## config.mk

```make
export PLATFORM = sky130hd
export DESIGN_NAME = alu_share_arbiter
export DESIGN_NICKNAME = d
export VERILOG_FILES = /design/src/rtl/alu_share_arbiter.sv
export SDC_FILE = /design/constraint.sdc
export NUM_CORES = 1
export LEC_CHECK = 0
export CORE_ASPECT_RATIO = 0.7
export CORE_MARGIN = 2
export CORE_UTILIZATION = 41
export DETAILED_ROUTE_END_ITERATION = 7
export PLACE_DENSITY_LB_ADDON = 0.15
export SETUP_SLACK_MARGIN = 0.5
export SLEW_MARGIN = 40
export SYNTH_ARGS = -nofsm -noshare
export SYNTH_HDL_FRONTEND = slang
export SYNTH_SLANG_ARGS = --single-unit
export TNS_END_PERCENT = 100
```

## constraint.sdc

```tcl
create_clock -name clk_i -period 4.9 [get_ports clk_i]
set_clock_uncertainty 0.15 [all_clocks]
set_input_delay 0.98 -clock clk_i [delete_from_list [all_inputs] [get_ports clk_i]]
set_output_delay 0.98 -clock clk_i [all_outputs]
set_load 0.005 [all_outputs]
```

## src/rtl/alu_share_arbiter.sv

```systemverilog
// ============================================================================
// alu_share_arbiter
//
// Shares one 32-bit combinational ALU between two requesters:
//   port 0 - execute-stage ALU operations
//   port 1 - branch/compare unit
// One operation is in flight at a time. Requests use a valid/ready handshake,
// and a 1-bit round-robin pointer arbitrates between the ports. The ALU is
// driven for exactly one cycle (EXEC). Its result is then registered and held
// on the winner's response port (RESP) until that requester accepts it.
// Illegal control codes (8-15) skip EXEC and answer with an error response.
//
// Ports
//   clk_i          clock, rising edge
//   rst_i          asynchronous active-low reset
//   req_valid_i    [1:0]  per-port request valid
//   req_ready_o    [1:0]  per-port request accepted this cycle
//   req_ctrl0_i    [3:0]  ALU control code, port 0
//   req_ctrl1_i    [3:0]  ALU control code, port 1
//   req_src1_0_i   [31:0] operand 1, port 0
//   req_src2_0_i   [31:0] operand 2, port 0
//   req_src1_1_i   [31:0] operand 1, port 1
//   req_src2_1_i   [31:0] operand 2, port 1
//   resp_valid_o   [1:0]  response valid, one-hot to the granted port
//   resp_ready_i   [1:0]  per-port response accept
//   resp_result_o  [31:0] registered ALU result
//   resp_zero_o           registered ALU zero flag
//   resp_err_o            illegal control code flag
//   alu_ctrl_o     [3:0]  control code to the shared ALU
//   alu_src1_o     [31:0] operand 1 to the shared ALU
//   alu_src2_o     [31:0] operand 2 to the shared ALU
//   alu_result_i   [31:0] combinational ALU result
//   alu_zero_i            combinational ALU zero flag
// ============================================================================
`default_nettype none

module alu_share_arbiter (
    input  logic        clk_i,
    input  logic        rst_i,
    input  logic [1:0]  req_valid_i,
    output logic [1:0]  req_ready_o,
    input  logic [3:0]  req_ctrl0_i,
    input  logic [3:0]  req_ctrl1_i,
    input  logic [31:0] req_src1_0_i,
    input  logic [31:0] req_src2_0_i,
    input  logic [31:0] req_src1_1_i,
    input  logic [31:0] req_src2_1_i,
    output logic [1:0]  resp_valid_o,
    input  logic [1:0]  resp_ready_i,
    output logic [31:0] resp_result_o,
    output logic        resp_zero_o,
    output logic        resp_err_o,
    output logic [3:0]  alu_ctrl_o,
    output logic [31:0] alu_src1_o,
    output logic [31:0] alu_src2_o,
    input  logic [31:0] alu_result_i,
    input  logic        alu_zero_i
);

    localparam logic [1:0] IDLE = 2'd0;
    localparam logic [1:0] EXEC = 2'd1;
    localparam logic [1:0] RESP = 2'd2;

    logic [1:0]  state;
    logic        prio;
    logic        grant;
    logic [3:0]  op_ctrl;
    logic [31:0] op_src1;
    logic [31:0] op_src2;

    logic        any_valid;
    logic        win;
    logic [3:0]  win_ctrl;
    logic [31:0] win_src1;
    logic [31:0] win_src2;

    // Arbitration: with both ports valid the pointer decides, otherwise the
    // single valid port wins. win is only meaningful when any_valid is set.
    always_comb begin
        any_valid = |req_valid_i;
        win       = (&req_valid_i) ? prio : req_valid_i[1];
        win_ctrl  = win ? req_ctrl1_i  : req_ctrl0_i;
        win_src1  = win ? req_src1_1_i : req_src1_0_i;
        win_src2  = win ? req_src2_1_i : req_src2_0_i;
    end

    // Handshake and response-valid decode. Both follow the state register
    // directly, so an asynchronous reset drops resp_valid_o at once.
    always_comb begin
        req_ready_o = 2'b00;
        if (state == IDLE && any_valid) begin
            req_ready_o = win ? 2'b10 : 2'b01;
        end
        resp_valid_o = 2'b00;
        if (state == RESP) begin
            resp_valid_o = grant ? 2'b10 : 2'b01;
        end
    end

    // The ALU sees the latched operation only during EXEC and is held at
    // zero otherwise to keep its inputs quiet.
    always_comb begin
        alu_ctrl_o = 4'd0;
        alu_src1_o = 32'd0;
        alu_src2_o = 32'd0;
        if (state == EXEC) begin
            alu_ctrl_o = op_ctrl;
            alu_src1_o = op_src1;
            alu_src2_o = op_src2;
        end
    end

    // Sequencer. Codes 8-15 have bit 3 set; those go straight to RESP with
    // an error response and never reach the ALU. The pointer always moves to
    // the port that lost (or did not request), which gives round-robin.
    always_ff @(posedge clk_i or negedge rst_i) begin
        if (!rst_i) begin
            state         <= IDLE;
            prio          <= 1'b0;
            grant         <= 1'b0;
            op_ctrl       <= 4'd0;
            op_src1       <= 32'd0;
            op_src2       <= 32'd0;
            resp_result_o <= 32'd0;
            resp_zero_o   <= 1'b0;
            resp_err_o    <= 1'b0;
        end else begin
            case (state)
                IDLE: begin
                    if (any_valid) begin
                        grant   <= win;
                        prio    <= ~win;
                        op_ctrl <= win_ctrl;
                        op_src1 <= win_src1;
                        op_src2 <= win_src2;
                        if (win_ctrl[3]) begin
                            resp_result_o <= 32'd0;
                            resp_zero_o   <= 1'b0;
                            resp_err_o    <= 1'b1;
                            state         <= RESP;
                        end else begin
                            state <= EXEC;
                        end
                    end
                end
                EXEC: begin
                    resp_result_o <= alu_result_i;
                    resp_zero_o   <= alu_zero_i;
                    resp_err_o    <= 1'b0;
                    state         <= RESP;
                end
                RESP: begin
                    if (resp_ready_i[grant]) begin
                        state <= IDLE;
                    end
                end
                default: begin
                    state <= IDLE;
                end
            endcase
        end
    end

endmodule

`default_nettype wire
```

==> results.tsv <==
stage	metric	value	unit
finish	fraction of layout cells with a size suffix above 1	5.18	%
timing	Tcrit/Tclk final	75.9	%
route	vias	4446	
clock_tree	Skew-Pair Late Insertion Delay	0.33	ns
logic_synthesis	Seq/Total Area, Yosys	56.9	%
timing	fin crit period	3.72	ns
route	Final ANT Viol Nets	0	
critical_path	type of origin of the critical path	flop	
power_and_ir_drop	leak pwr	3.64	nW
global_route	met3 Resource Use GR	9.43	%
placed_design	gp weighted congestion	0.771	
worst_hold_path	Min-Delay Path Depth	2	
worst_hold_path	Worst Hold Endpoint	op_src2[13]$_DFFE_PN0P_	
global_route	first-pass GRT wire length	24300	um
critical_path	worst r2r path cells	5	
floorplan	starting density of the core	42.2	%
logic_synthesis	Main synth FF type	dfrtp_1	
timing	Fin. Hold Viols	0	
global_route	initial antenna violation count	0	
finish	fin nets	846	
route	Initial DRT Pass Iterations	8	
floorplan	Core Area	11100	um^2
timing	count of final setup violators	0	
route	vias per cell	5.36	
logic_synthesis	Post-synth EDFFs	0	
power_and_ir_drop	Pwr Total	3.97	mW
floorplan	die height	93.2	um
placed_design	Placed Cells	812	
critical_path	RR Endpoint	op_src2[28]$_DFFE_PN0P_	
critical_path	kind of critical path	flop to output port	
clock_tree	CTS tree	done	
critical_path	Reg2Reg Setup Slack	2.68	ns
clock_tree	H-tree depth	3	
critical_path	Worst EP required	3.77	ns
critical_path	worst path cell trace	nor2b_4 -> buf_4 -> and2_1 -> clkdlybuf4s50_1	
floorplan	Core Rows	32	
finish	fillers	859	
floorplan	chip width	131	um
clock_tree	Worst-path clk slew	0.07	ns
logic_synthesis	flop and latch count out of synthesis	106	
critical_path	slowest CP cell	nor2b_4	
finish	Antenna Cells	0	
worst_hold_path	Min-Delay Path Class	flop to flop	
global_route	met2 global-route usage	43.5	%
clock_tree	CTS buffer count	9	
critical_path	CP arrival	2.59	ns
clock_tree	Max Buffers Root-to-Sink	2	
logic_synthesis	Yosys warning count	0	
run_status	status	finished, violations left	
flow_run	max-cap viol count	0	
finish	Syn-to-layout area delta	69.4	%
critical_path	CP endpoint kind	output port	
clock_tree	Hold-fix buffers, CTS	0	
timing	Final Max Slew Viols	0	
timing	Worst-Margin Slew	0.767	ns
clock_tree	CTS resizes	0	
critical_path	Crit path largest cell delay	0.65	ns
global_route	maximum number of pins on one net before global-route repair	70	
logic_synthesis	Syn Std Cell Area	4660	um^2
route	final WL	15600	um
clock_tree	clock sinks	106	
power_and_ir_drop	Power Dens Cells	502	nW/um^2
route	Routed wire per std cell	18.8	um
route	First DRT Iteration DRCs	425	
timing	Max-slew headroom	48.9	%
finish	Non-Filler Instances	829	
global_route	grt ovf	0	
floorplan	die area	12300	um^2
timing	setup tns final	0	ns
global_route	GRT met1 Usage	29.4	%
critical_path	FF-to-FF Start	state[0]$_DFFE_PN0P_	
run_status	violated checks	DRC	
clock_tree	Post-CTS Setup Inserts	0	
clock_tree	Root Buffer	clkbuf_16	
critical_path	critical path fanouts, max	33	
floorplan	Boundary Pins	281	
timing	RSZ-0062 raised after global routing	no	
finish	FF/Latch Area	2650	um^2
worst_hold_path	hold_sp	op_src2[13]$_DFFE_PN0P_	
global_route	overall routing resource usage	25.2	%
finish	multi-input logic area	1600	um^2
logic_synthesis	Synth async-reset ratio	100	%
global_route	vias in the first global route	4581	
placed_design	port bufs	280	
global_route	grt peak-use layer	met2	
logic_synthesis	synthesized area per cell	11.5	um^2
logic_synthesis	syn_nets	582	
route	drc violations	23	
timing	FMAX	0.269	GHz
power_and_ir_drop	peak supply drop	216	uV
placed_design	hpwl dp	11200	um
logic_synthesis	Syn Inst Count	407	
logic_synthesis	post-synthesis cell type count	28	
==> logic make-up after synthesis <==
family	synth area share, %
AOI/OAI and AO/OA	22.2
buffers and inverters	9.25
DFF	56.9
muxes	0.456
and+or+nand+nor	11.2
==> through the flow <==
step	hold WS (ns)	utilization (%)	setup WS, ns	cell area, um^2
global route	0.362	71.5	1.01	7900
finish	0.337	71.5	1.18	7900
CTS	0.338	71.4	1.14	7890
detailed placement	0.320	68.6	1.20	7580
floorplan	0.301	-	2.16	4660
global placement	0.313	68.5	1.24	7570
==> placed cells by master, fill, tap and decap left out, types with 3 or more instances in the layout <==
cell type	instances
nor2_1	6
inv_1	69
and2_1	69
a222oi_1	67
dfrtp_1	106
a22o_1	33
inv_6	3
clkdlybuf4s50_1	279
buf_4	9
clkbuf_16	9
==> state kept, by name, summed over array words and instances, names as in the netlist <==
signal / cells
state: 2
op_src1: 32
op_src2: 32
resp_err_o: 1
resp_zero_o: 1
resp_result_o: 32
grant: 1
prio: 1
op_ctrl: 4
==> worst max path at each step <==
stage	cells after the start	endpoint	slack (ns)	startpoint
after detailed placement	4	req_ready_o[1]	1.20	req_valid_i[1]
after floorplan	3	req_ready_o[1]	2.16	req_valid_i[0]
after global routing	4	alu_src1_o[0]	1.01	state[0]$_DFFE_PN0P_
after CTS	4	alu_src1_o[1]	1.14	state[0]$_DFFE_PN0P_
after global placement	4	req_ready_o[1]	1.24	req_valid_i[1]
final	4	alu_src1_o[1]	1.18	state[0]$_DFFE_PN0P_
==> layer usage <==
metal | wire (um) | part of all wire, %
met1 | 5990 | 38
met2 | 7700 | 49
met5 | 0 | 0
met3 | 1480 | 9.5
met4 | 408 | 2.6
==> critical path, delay by kind of cell, from the launching register on <==
family	cells	cell delay (ns)
buffers and inverters	2	0.89
DFF	1	0.53
and+or+nand+nor	2	0.82
==> cell type report <==
| type | count | area share [%] |
|---|---|---|
| clock inverter | 6 | 0.902 |
| multi-input combinational | 194 | 20.2 |
| clock buffer | 10 | 3.02 |
| timing repair buffer | 290 | 36.5 |
| sequential | 106 | 33.6 |
| tap | 153 | 2.42 |
| inverter | 70 | 3.32 |
==> synth_stat cells, drive strengths merged (2+ instances only) <==
master | n | area (um^2)
a222oi | 67 | 671
nand2b | 2 | 20.0
a22o | 33 | 289
dfrtp | 106 | 2650
a21o | 2 | 15.0
inv | 70 | 263
clkbuf | 25 | 93.8
buf | 12 | 75.1
nor2 | 6 | 22.5
and2 | 69 | 432
o21ai | 3 | 15.0
==> where the power goes <==
group          internal (mW)  total, mW  leakage (nW)  switching (mW)
clock network          0.416      0.742         0.146           0.326
logic                  0.953       1.68          2.16           0.732
registers               1.30       1.54          1.34           0.240
No activity file was read; power rests on OpenSTA's default activity.
